### src/rtl/character_transmission.sv
// Transmit half of the uart_lite character path: valid/ready character input,
// one-entry holding register, and an oversampled async frame serialiser on tx_o.
module character_transmission #(
    parameter int unsigned OVERSAMPLING = 16,
    parameter int unsigned DATA_BITS    = 8,
    parameter int unsigned PARITY       = 0,
    parameter int unsigned STOP_BITS    = 1
) (
    input  logic                 clk_i,
    input  logic                 rst_i,
    input  logic [DATA_BITS-1:0] char_i,
    input  logic                 valid_i,
    output logic                 ready_o,
    output logic                 tx_o,
    output logic                 busy_o
);

    localparam int unsigned CNT_W = $clog2(OVERSAMPLING);
    localparam int unsigned IDX_W = (DATA_BITS > 1) ? $clog2(DATA_BITS) : 1;
    localparam logic [CNT_W-1:0] CNT_MAX  = CNT_W'(OVERSAMPLING - 1);
    localparam logic [IDX_W-1:0] IDX_LAST = IDX_W'(DATA_BITS - 1);
    localparam logic PAR_ODD    = 1'(PARITY % 2);
    localparam bit   HAS_PARITY = (PARITY != 0);
    localparam bit   TWO_STOP   = (STOP_BITS == 2);

    typedef enum logic [2:0] {
        S_IDLE,
        S_START,
        S_DATA,
        S_PARITY,
        S_STOP
    } state_e;

    state_e               state_q, state_d;
    logic [CNT_W-1:0]     cnt_q, cnt_d;
    logic [IDX_W-1:0]     idx_q, idx_d;
    logic                 stop_q, stop_d;
    logic                 par_q, par_d;
    logic                 hold_empty_q, hold_empty_d;
    logic                 tx_q, tx_d;
    logic                 busy_q, busy_d;
    logic [DATA_BITS-1:0] shift_q, shift_d;
    logic [DATA_BITS-1:0] hold_q, hold_d;

    logic accept;
    logic bit_end;
    logic last_stop_bit;
    logic shifter_free;
    logic load;

    // Next-state, datapath and output decode
    always_comb begin
        accept        = valid_i && hold_empty_q;
        bit_end       = (cnt_q == '0);
        last_stop_bit = TWO_STOP ? stop_q : 1'b1;
        shifter_free  = (state_q == S_IDLE) ||
                        ((state_q == S_STOP) && last_stop_bit && bit_end);

        state_d      = state_q;
        cnt_d        = (state_q == S_IDLE) ? cnt_q : cnt_q - CNT_W'(1);
        idx_d        = idx_q;
        stop_d       = stop_q;
        par_d        = par_q;
        hold_empty_d = hold_empty_q;
        shift_d      = shift_q;
        hold_d       = hold_q;
        load         = 1'b0;
        tx_d         = 1'b1;
        busy_d       = 1'b0;

        case (state_q)
            S_START: begin
                if (bit_end) begin
                    state_d = S_DATA;
                    idx_d   = '0;
                    cnt_d   = CNT_MAX;
                end
            end
            S_DATA: begin
                if (bit_end) begin
                    cnt_d = CNT_MAX;
                    if (idx_q == IDX_LAST) begin
                        state_d = HAS_PARITY ? S_PARITY : S_STOP;
                        stop_d  = 1'b0;
                    end else begin
                        idx_d = idx_q + IDX_W'(1);
                    end
                end
            end
            S_PARITY: begin
                if (bit_end) begin
                    state_d = S_STOP;
                    stop_d  = 1'b0;
                    cnt_d   = CNT_MAX;
                end
            end
            S_STOP: begin
                if (bit_end) begin
                    if (last_stop_bit) begin
                        state_d = S_IDLE;
                        cnt_d   = '0;
                    end else begin
                        stop_d = 1'b1;
                        cnt_d  = CNT_MAX;
                    end
                end
            end
            default: ;
        endcase

        // A held character always wins the free shifter; ready_o is low then
        if (shifter_free && !hold_empty_q) begin
            shift_d      = hold_q;
            hold_empty_d = 1'b1;
            load         = 1'b1;
        end else if (shifter_free && accept) begin
            shift_d = char_i;
            load    = 1'b1;
        end else if (accept) begin
            hold_d       = char_i;
            hold_empty_d = 1'b0;
        end

        if (load) begin
            state_d = S_START;
            cnt_d   = CNT_MAX;
            par_d   = (^shift_d) ^ PAR_ODD;
        end

        case (state_d)
            S_START:  tx_d = 1'b0;
            S_DATA:   tx_d = shift_d[idx_d];
            S_PARITY: tx_d = par_d;
            default:  tx_d = 1'b1;
        endcase

        busy_d = (state_d != S_IDLE) || !hold_empty_d;
    end

    always_ff @(posedge clk_i) begin
        if (rst_i) begin
            state_q      <= S_IDLE;
            cnt_q        <= '0;
            idx_q        <= '0;
            stop_q       <= 1'b0;
            par_q        <= 1'b0;
            hold_empty_q <= 1'b1;
            tx_q         <= 1'b1;
            busy_q       <= 1'b0;
        end else begin
            state_q      <= state_d;
            cnt_q        <= cnt_d;
            idx_q        <= idx_d;
            stop_q       <= stop_d;
            par_q        <= par_d;
            hold_empty_q <= hold_empty_d;
            tx_q         <= tx_d;
            busy_q       <= busy_d;
        end
    end

    // Character storage carries no reset; it is qualified by state and hold_empty_q
    always_ff @(posedge clk_i) begin
        shift_q <= shift_d;
        hold_q  <= hold_d;
    end

    assign ready_o = hold_empty_q;
    assign tx_o    = tx_q;
    assign busy_o  = busy_q;

endmodule

### config.mk
export PLATFORM = sky130hd
export DESIGN_NAME = character_transmission
export DESIGN_NICKNAME = d
export VERILOG_FILES = /design/src/rtl/character_transmission.sv
export SDC_FILE = /design/constraint.sdc
export NUM_CORES = 1
export LEC_CHECK = 0
export ABC_AREA = 1
export CAP_MARGIN = 20
export CORE_UTILIZATION = 52
export DETAILED_ROUTE_END_ITERATION = 6
export HOLD_SLACK_MARGIN = 0.03
export PLACE_DENSITY_LB_ADDON = 0.1
export SETUP_SLACK_MARGIN = 0.5
export SYNTH_ARGS = -nofsm -noshare
export SYNTH_HDL_FRONTEND = slang
export SYNTH_SLANG_ARGS = --single-unit
### constraint.sdc
create_clock -name clk_i -period 1.8 [get_ports clk_i]
set_input_delay 0.36 -clock clk_i [delete_from_list [all_inputs] [get_ports clk_i]]
set_output_delay 0.36 -clock clk_i [all_outputs]
set_load 0.01 [all_outputs]
==> results_dict.tcl, run 1 <==
set metrics [dict create \
    top_usage_layer "met2" \
    yosysSeqAreaShare_pct 36.3 \
    ctsHoldBuffers 0 \
    ant_nets 0 \
    cts_buffers 5 \
    cts_tree "yes" \
    drive_gt1_share_pct 32.1 \
    start_util_pct 55.3 \
    ys_top_cells_by_area "dfxtp_1 (23%), nand2_1 (20%), edfxtp_1 (13%)" \
    hold_end "shift_q[3]" \
    cap_violations 0 \
    fin_worst_skew_ns 0.0142 \
    worstReg2RegStart "cnt_q[1]" \
    first_iter_violations 179 \
    placed_cell_area_um2 2230 \
    first_pass_iters 4 \
    final.fill_count 220 \
    cts_root_buf "clkbuf_4" \
    die_area_um2 3850 \
    worst_ir_drop_vdd_uv 1020 \
    grt.total_usage_pct 25.8 \
    yosysUniqueCellTypes 32 \
    drc 0 \
    violations "negative setup slack" \
    fmax_ghz 0.510 \
    period_needed_ns 1.96 \
    p_per_area_nw_per_um2 1930 \
    ioPinCount 14 \
    synth-seq-cells 30 \
    place.gp.congestion 0.822 \
    port-buffer-count 13 \
    antenna_found_initial 0 \
    ff2ff_path_depth 15 \
    cp_max_fo 8 \
    rr_endpoint "tx_o" \
    rsz0062_at_grt "true" \
    synth_edf_count 8 \
    syn_to_final_growth_pct 39.4 \
    synth_cells 273 \
    seq_area_um2 696 \
    clkLatencyLatePin_ns 0.34 \
    cp-start-kind "flip-flop" \
    die_height_um 62.1 \
    slew_viol_final 0 \
    vias 1944 \
    nNetsFinal 339 \
    p_leak_nw 1.24 \
    die_width_um 62.1 \
    via_per_inst 5.21 \
    synthesis.nets 286 \
    holdCritStartpoint "shift_q[3]" \
    hold_violations 0 \
    worstSetupPathType "reg2reg" \
    hp-class "reg2reg" \
    dpl.hpwl_mm 3.08 \
    finalInstanceArea_um2 2610 \
    setup_slack_ns -0.161 \
    synth_async_sr_flop_share_pct 0 \
    period_share_pct 109 \
    relSlewSlack_pct 82.4 \
    fin_setup_tns_ns -0.214 \
    min_path_cells 2 \
    grt_max_degree 11 \
    multi_input_area_um2 1180 \
    grt_pass1_vias 1622 \
    wl_per_cell_um 13.6 \
    synth_area_leader_cell "dfxtp_1" \
    crit_arrival_ns 2.26 \
    met2_usage_pct 39.4 \
    use_met3_pct 4.76 \
    grt_overflow 0 \
    required_ns 2.10 \
    synthFlopType "dfxtp_1" \
    grt_use_met1_pct 36.0 \
    core_um2 3390 \
    grt_pass1_wl_mm 7.03 \
    wl_mm 5.07 \
    clk_pin_slew_ns 0.10 \
    syn_area_um2 1880 \
    syn_avg_cell_area_um2 6.87 \
    clockBufferDepth 2 \
    r2r_slack_ns -0.16 \
    synth_top_area_share_pct 23.5 \
    diodes 0 \
    cts_htree_levels 2 \
    endpoint_kind "flip-flop" \
    setup_viol 2 \
    worst_pin_slew_ns 0.261 \
    yosysWarnings 0 \
    cts_num_sinks 30 \
    outcome "finished, violations left" \
    rows 21 \
]
## final cells by class
class	count	share of cell area [%]
Timing Repair Buffer	50	17.8
Sequential cell	30	26.6
Tap cell	46	2.20
Clock buffer	8	1.87
Inverter	40	6.37
Multi-Input combinational cell	199	45.1
## layer usage
metal  part of all wire (%)  vias up  routed length [µm]
met2                     49       72                2470
met5                      0        -                   0
met3                    6.6        7                 334
met4                    1.6        0                  83
li1                       -      986                   -
met1                     43      879                2180
## layout by cell type (no fill, tap or decap), types with 8 or more instances in the layout
master and n:
buf_4 26, clkdlybuf4s50_1 10, dfxtp_1 16, edfxtp_1 8
inv_1 26, inv_2 10, nand2_1 94, nand2_2 8
nand3_1 18, nand4_1 11, nor2_1 11
## through the flow
stage          utilization [%]  hold WS, ns  std cells  power (mW)  worst slack (ns)
5_1_grt                   77.1        0.529        373        5.44            -0.312
4_1_cts                   72.5        0.504        366        4.56           -0.0248
2_1_floorplan                -        0.451        273        3.00             0.151
6_report                  77.1        0.508        373        5.03            -0.161
3_5_place_dp              65.7        0.475        348        3.76            -0.352
3_3_place_gp              65.7        0.478        348        3.74            -0.332
## worst max-delay path by stage
stage | start | to | slack, ns | cells after the start
finish | cnt_q[1] | tx_o | -0.16 | 15
detailed placement | valid_i | tx_o | -0.35 | 16
global placement | valid_i | tx_o | -0.33 | 16
global route | cnt_q[1] | tx_o | -0.31 | 15
CTS | cnt_q[1] | par_q | -0.02 | 15
floorplan | cnt_q[0] | tx_o | 0.15 | 17
## Yosys cell counts, types with 2 or more instances
cell and n:
nand2_1 101, inv_1 32, dfxtp_1 22, nand3_1 21, nor2_1 18, nand4_1 11, edfxtp_1 8, inv_2 8
a21oi_1 5, nand3_2 5, o21ai_0 5, or2_1 5, buf_6 3, nand2_2 3, o211ai_1 3, clkbuf_1 2
ha_1 2, nand3_4 2, nand4_2 2, o21ai_1 2, xor2_1 2
## repair_timing
| item | in CTS | in global routing |
|---|---|---|
| setup buffers | 9 | 7 |
| endpoints found under the setup margin | 29 | 30 |
| gates cloned | 1 | 0 |
| pin swaps | 6 | 11 |
| resized for setup | 32 | 29 |
## power breakdown
part / switching (mW) / internal [mW] / leakage, nW
sequential: 0.160 / 0.979 / 0.259
clock: 0.243 / 0.155 / 0.0265
combinational: 1.99 / 1.51 / 0.954
total: 2.39 / 2.64 / 1.24
## cell families (layout without fill, tap and decap cells)
kind of cell               Yosys count  after routing  synth area share (%)
AOI/OAI and AO/OA                   20             20                  6.54
xor gates and xnor gates             2              2                 0.934
adders and majority gates            2              2                  1.33
buffers and inverters               45             98                  10.2
DFF                                 30             30                  36.3
and+or+nand+nor                    174            175                  44.7
## worst max-delay path, stage by stage, from the launching register on
cell      delay (ns)
dfxtp_2         0.33
inv_2           0.07
ha_4            0.14
nand2_4         0.08
nand2_8         0.14
buf_6           0.14
nand4_1         0.12
nand3_2         0.13
inv_2           0.06
a21oi_1         0.19
o21ai_0         0.17
nand3_1         0.11
nand3b_1        0.09
nand2_1         0.06
inv_1           0.04
nand2_1         0.05
## registers in the layout (all words and copies together), names as in the netlist
register / cells
ready_o: 1
hold_q: 8
par_q: 1
busy_o: 1
shift_q: 8
tx_o: 1
state_q: 3
cnt_q: 4
idx_q: 3
(Power assumes the default switching activity.)
==> run 2: changes to the inputs <==
--- a/config.mk
+++ b/config.mk
@@ -12,6 +12,7 @@
 export HOLD_SLACK_MARGIN = 0.03
 export PLACE_DENSITY_LB_ADDON = 0.1
 export SETUP_SLACK_MARGIN = 0.5
+export SKIP_CTS_REPAIR_TIMING = 1
 export SYNTH_ARGS = -nofsm -noshare
 export SYNTH_HDL_FRONTEND = slang
 export SYNTH_SLANG_ARGS = --single-unit
==> results_dict.tcl, run 2 (synthesis results as in run 1) <==
set metrics [dict create \
    ant_nets 0 \
    diodes 0 \
    cp-start-kind "flip-flop" \
    wl_mm 4.33 \
    slew_viol_final 0 \
    rsz0062_at_grt "true" \
    grt_pass1_vias 1491 \
    p_leak_nw 1.18 \
    worst_ir_drop_vdd_uv 997 \
    grt_overflow 0 \
    min_path_cells 2 \
    final_util_pct 71.2 \
    clockBufferDepth 2 \
    place.gp.congestion 0.822 \
    wl_per_cell_um 12.1 \
    vias 1793 \
    cts_tree "yes" \
    core_um2 3390 \
    cts_num_sinks 30 \
    cts_htree_levels 2 \
    required_ns 2.08 \
    cap_violations 0 \
    drive_gt1_share_pct 25.9 \
    final_common_cell "nand2_1" \
    setup_viol 1 \
    die_area_um2 3850 \
    first_pass_iters 4 \
    hp-class "reg2reg" \
    final_cell_mix "nand2_1 (96), inv_1 (28), nand3_1 (19), buf_4 (19), dfxtp_1 (17)" \
    rows 21 \
    clkLatencyLatePin_ns 0.34 \
    die_width_um 62.1 \
    grt.total_usage_pct 23.1 \
    fmax_ghz 0.550 \
    antenna_found_initial 0 \
    p_per_area_nw_per_um2 1850 \
    die_height_um 62.1 \
    period_share_pct 101 \
    cts_buffers 5 \
    hold_violations 0 \
    crit_arrival_ns 2.10 \
    via_per_inst 4.99 \
    cts_root_buf "clkbuf_4" \
    worst_pin_slew_ns 0.257 \
    setup_slack_ns -0.0186 \
    port-buffer-count 13 \
    place_ws_ns -0.352 \
    violations "negative setup slack" \
    ff2ff_path_depth 17 \
    r2r_slack_ns -0.02 \
    period_needed_ns 1.82 \
    grt_max_degree 16 \
    endpoint_kind "flip-flop" \
    clk_pin_slew_ns 0.10 \
    reg.largest.list "hold_q: 8 flops, shift_q: 8 flops, cnt_q: 4 flops" \
    drc 0 \
    worstSetupPathType "reg2reg" \
    syn_to_final_growth_pct 28.8 \
    relSlewSlack_pct 82.9 \
    cp_max_fo 7 \
    grt_pass1_wl_mm 6.33 \
    outcome "finished, violations left" \
    dpl.hpwl_mm 3.08 \
    fin_worst_skew_ns 0.00927 \
    first_iter_violations 121 \
    nNetsFinal 325 \
    ioPinCount 14 \
    start_util_pct 55.3 \
]
[run 2: area by class of cell]
cell class,count,area [µm²]
multi-input combinational,200,1140
fill,272,975
sequential,30,689
timing repair buffer,35,323
inverter,40,153
tap,46,57.6
clock buffer,8,48.8
[run 2: metal layers]
| layer | GRT usage, % | up-vias | share of wire (%) |
|---|---|---|---|
| li1 | - | 961 | - |
| met1 | 32.3 | 788 | 49 |
| met2 | 35.1 | 39 | 45 |
| met3 | 4.55 | 5 | 5.0 |
| met4 | 9.21 | 0 | 1.3 |
| met5 | 0 | - | 0 |
[run 2: worst max-delay path: stages (launching register included)]
cell and delay [ns]:
dfxtp_2 0.33, inv_2 0.07, ha_4 0.17, nand2_8 0.07, nand2_8 0.11, buf_4 0.13
nand4_1 0.13, nand2_1 0.09, nand2_1 0.05, nand2_1 0.10, nand2_1 0.06, nand2_1 0.05
nand2_1 0.06, nand2_1 0.07, nand2_1 0.06, nand3_2 0.08, nand2_1 0.05, nor2_1 0.09
[run 2: where the power goes]
group	switching, mW	internal, mW	total (mW)
logic	1.73	1.19	2.92
clock network	0.239	0.155	0.395
registers	0.181	0.972	1.15
[run 2: final timing paths]
path / start / end
max reg2reg: cnt_q[0] / par_q
min: shift_q[3] / shift_q[3]
max: cnt_q[0] / par_q
min reg2reg: shift_q[3] / shift_q[3]
[run 2: stage by stage]
stage                     TNS [ns]  hold slack (ns)  instance area (µm²)  power [mW]  cells
after floorplan                  0            0.451                 1910        3.00    273
after global placement      -0.655            0.478                 2230        3.74    348
after detailed placement    -0.695            0.475                 2230        3.76    348
after CTS                   -0.189            0.504                 2280        4.16    356
after global routing        -0.385            0.529                 2410        4.89    359
final                      -0.0186            0.503                 2410        4.47    359
==> run 3: changes to the inputs <==
--- a/config.mk
+++ b/config.mk
@@ -5,9 +5,8 @@
 export SDC_FILE = /design/constraint.sdc
 export NUM_CORES = 1
 export LEC_CHECK = 0
-export ABC_AREA = 1
 export CAP_MARGIN = 20
-export CORE_UTILIZATION = 52
+export CORE_UTILIZATION = 51
 export DETAILED_ROUTE_END_ITERATION = 6
 export HOLD_SLACK_MARGIN = 0.03
 export PLACE_DENSITY_LB_ADDON = 0.1
==> results_dict.tcl, run 3 <==
set metrics [dict create \
    outcome "finished, violations left" \
    violations "design-rule violations, negative setup slack" \
    first_pass_iters 7 \
    fin_worst_skew_ns 0.00756 \
    synth_async_sr_flop_share_pct 0 \
    required_ns 2.00 \
    crit_path_max_incr_delay_ns 0.41 \
    power_mw 2.60 \
    hp-class "in2reg" \
    final_common_cell "buf_4" \
    syn_to_final_growth_pct 53.4 \
    core_um2 2850 \
    synth-simple-area-share_pct 14.7 \
    endpoint_kind "flip-flop" \
    rr_endpoint "tx_o" \
    cp_max_fo 8 \
    clk_pin_slew_ns 0.10 \
    wl_mm 5.27 \
    cp_common_cell "buf_12" \
    synthFlopType "dfxtp_1" \
    grt_overflow 0 \
    hold_violations 0 \
    synth_edf_count 8 \
    p_leak_nw 0.998 \
    yosysUniqueCellTypes 46 \
    synth_top_family_by_area "compound AO/OA/AOI/OAI gates" \
    crit_arrival_ns 2.81 \
    slew_viol_final 0 \
    worstReg2RegStart "cnt_q[1]" \
    synth_fa_ha_area_share_pct 1.57 \
    p_per_area_nw_per_um2 1060 \
    stdcell_count 262 \
    diodes 0 \
    synthesis.nets 181 \
    synth_top_area_share_pct 27.7 \
    period_needed_ns 2.61 \
    synth-compound-area-share_pct 28.4 \
    rsz0062_at_grt "true" \
    worstSetupPathType "reg2reg" \
    multi_input_area_um2 1030 \
    start_util_pct 55.8 \
    syn_area_um2 1590 \
    antenna_found_initial 0 \
    crit_chain "inv_2, ha_4, or3b_4, buf_4, buf_12, buf_12, nor2_4, o21ai_2, a22oi_2, buf_6, mux2i_1, o311a_1, o211ai_1" \
    die_area_um2 3350 \
    finalInstanceArea_um2 2440 \
    cts_root_buf "clkbuf_4" \
    p_comb_share_pct 51.2 \
    grt_pass1_vias 1452 \
    ioPinCount 14 \
    cts_tree "yes" \
    dpl.hpwl_mm 2.98 \
    yosys-top-cells-count "dfxtp_1 (22), nor2_1 (22), a21oi_1 (10), inv_1 (10), o21ai_0 (9)" \
    drc 1 \
    fmax_ghz 0.383 \
    power.internal_mw 1.68 \
    yosysSeqAreaShare_pct 42.7 \
    ff2ff_path_depth 13 \
    place_ws_ns -0.736 \
    r2r_slack_ns -0.81 \
    final.fill_count 149 \
    dp_cells 243 \
    syn_avg_cell_area_um2 9.48 \
    die_width_um 57.9 \
    synthXorXnorAreaFrac_pct 4.71 \
    ant_nets 0 \
    cap_violations 0 \
    placed_cell_area_um2 2130 \
    seq_area_um2 684 \
    rows 19 \
    grt_max_degree 14 \
    final_cell_mix "buf_4 (40), dfxtp_1 (19), nor2_1 (16)" \
    synth-seq-cells 30 \
    pwr-share-seq_pct 34.1 \
    place.gp.congestion 0.890 \
    via_per_inst 6.41 \
    grt_pass1_wl_mm 6.62 \
    worstSetupPathDepth 13 \
    worst_ir_drop_vdd_uv 719 \
    p_clk_share_pct 14.7 \
    cp-start-kind "flip-flop" \
    cts_buffers 5 \
    relSlewSlack_pct 63.2 \
    clkLatencyLatePin_ns 0.33 \
    nNetsFinal 243 \
    synth_mux_area_share_pct 2.51 \
    first_iter_violations 165 \
    yosysWarnings 0 \
    swShare_pct 35.2 \
    crit_end "tx_o" \
    ys_top_cells_by_area "dfxtp_1 (28%), edfxtp_1 (15%), nor2_1 (5.2%)" \
    cp_slowest_cell "or3b_4" \
    drive_gt1_share_pct 44.6 \
    crit_family "buffers and inverters" \
    setup_slack_ns -0.808 \
    crit_start "cnt_q[1]" \
    p_switching_uw 917 \
    holdWs_ns 0.616 \
    vias 1679 \
    worst-path-buf-inv 5 \
    period_share_pct 145 \
    grt.total_usage_pct 26.7 \
    synth_area_leader_cell "dfxtp_1" \
    cts_htree_levels 2 \
    reg.largest.list "hold_q: 8 flops, shift_q: 8 flops, cnt_q: 4 flops" \
    clockBufferDepth 2 \
    synth_cells 168 \
    die_height_um 57.9 \
    wl_per_cell_um 20.1 \
    cts_num_sinks 30 \
    setup_viol 25 \
    port-buffer-count 13 \
    worst_pin_slew_ns 0.551 \
]
## run 3: cell types whose count changed after synthesis, sizes merged, moves of 5 or more
cell,delta
or2,-5
nand2,-100
xnor2,+5
a31oi,+5
nand3,-28
nor3,+6
inv,-30
nand4,-13
a211o,+5
## run 3: metal layers
layer / global-route usage, % / routed length [µm]
met5: 0 / 0
met4: 11.6 / 120
met3: 7.14 / 394
met2: 41.7 / 2640
met1: 34.9 / 2110
## run 3: cell type report
| type | count | share of cell area (%) |
|---|---|---|
| clock buffers | 6 | 1.69 |
| clock inverters | 2 | 0.358 |
| inverters | 10 | 1.54 |
| multi-input cells | 117 | 42.2 |
| flip-flops and latches | 30 | 28.0 |
| well taps | 31 | 1.59 |
| repair buffers | 66 | 24.6 |
## run 3: stage by stage
step | util, % | setup TNS, ns
floorplan | - | -1.07
finish | 85.7 | -3.90
global route | 85.7 | -5.25
CTS | 76.4 | -3.47
detailed placement | 74.6 | -3.25
global placement | 74.6 | -2.61
## run 3: cells by family after synthesis
| group | Yosys count |
|---|---|
| mux | 4 |
| simple gates | 48 |
| flops | 30 |
| compound gates | 56 |
| buf+inv | 21 |
| xor+xnor | 7 |
| fa+ha+maj | 2 |
## run 3: power by group through the flow
stage	Combinational [mW]	Clock, mW	Sequential (mW)
after floorplan	0.660	0	0.888
after global placement	1.01	0	0.879
after detailed placement	1.04	0	0.886
after CTS	1.05	0.393	0.871
after global routing	1.41	0.409	0.892
final	1.33	0.382	0.886
## run 3: worst min path at each step
stage              start         end  cells past startpoint
6_report       char_i[6]   hold_q[6]                      1
5_1_grt        char_i[1]   hold_q[1]                      1
4_1_cts         cnt_q[0]    cnt_q[1]                      3
3_5_place_dp    cnt_q[0]    cnt_q[1]                      3
3_3_place_gp    cnt_q[0]    cnt_q[1]                      3
2_1_floorplan      rst_i  state_q[2]                      1
## run 3: worst register-to-register path, stage by stage, from the launching register on
cell      delay (ns)
dfxtp_2         0.34
inv_2           0.06
ha_4            0.13
or3b_4          0.41
buf_4           0.16
buf_12          0.12
buf_12          0.14
nor2_4          0.11
o21ai_2         0.08
a22oi_2         0.20
buf_6           0.15
mux2i_1         0.25
o311a_1         0.23
o211ai_1        0.11
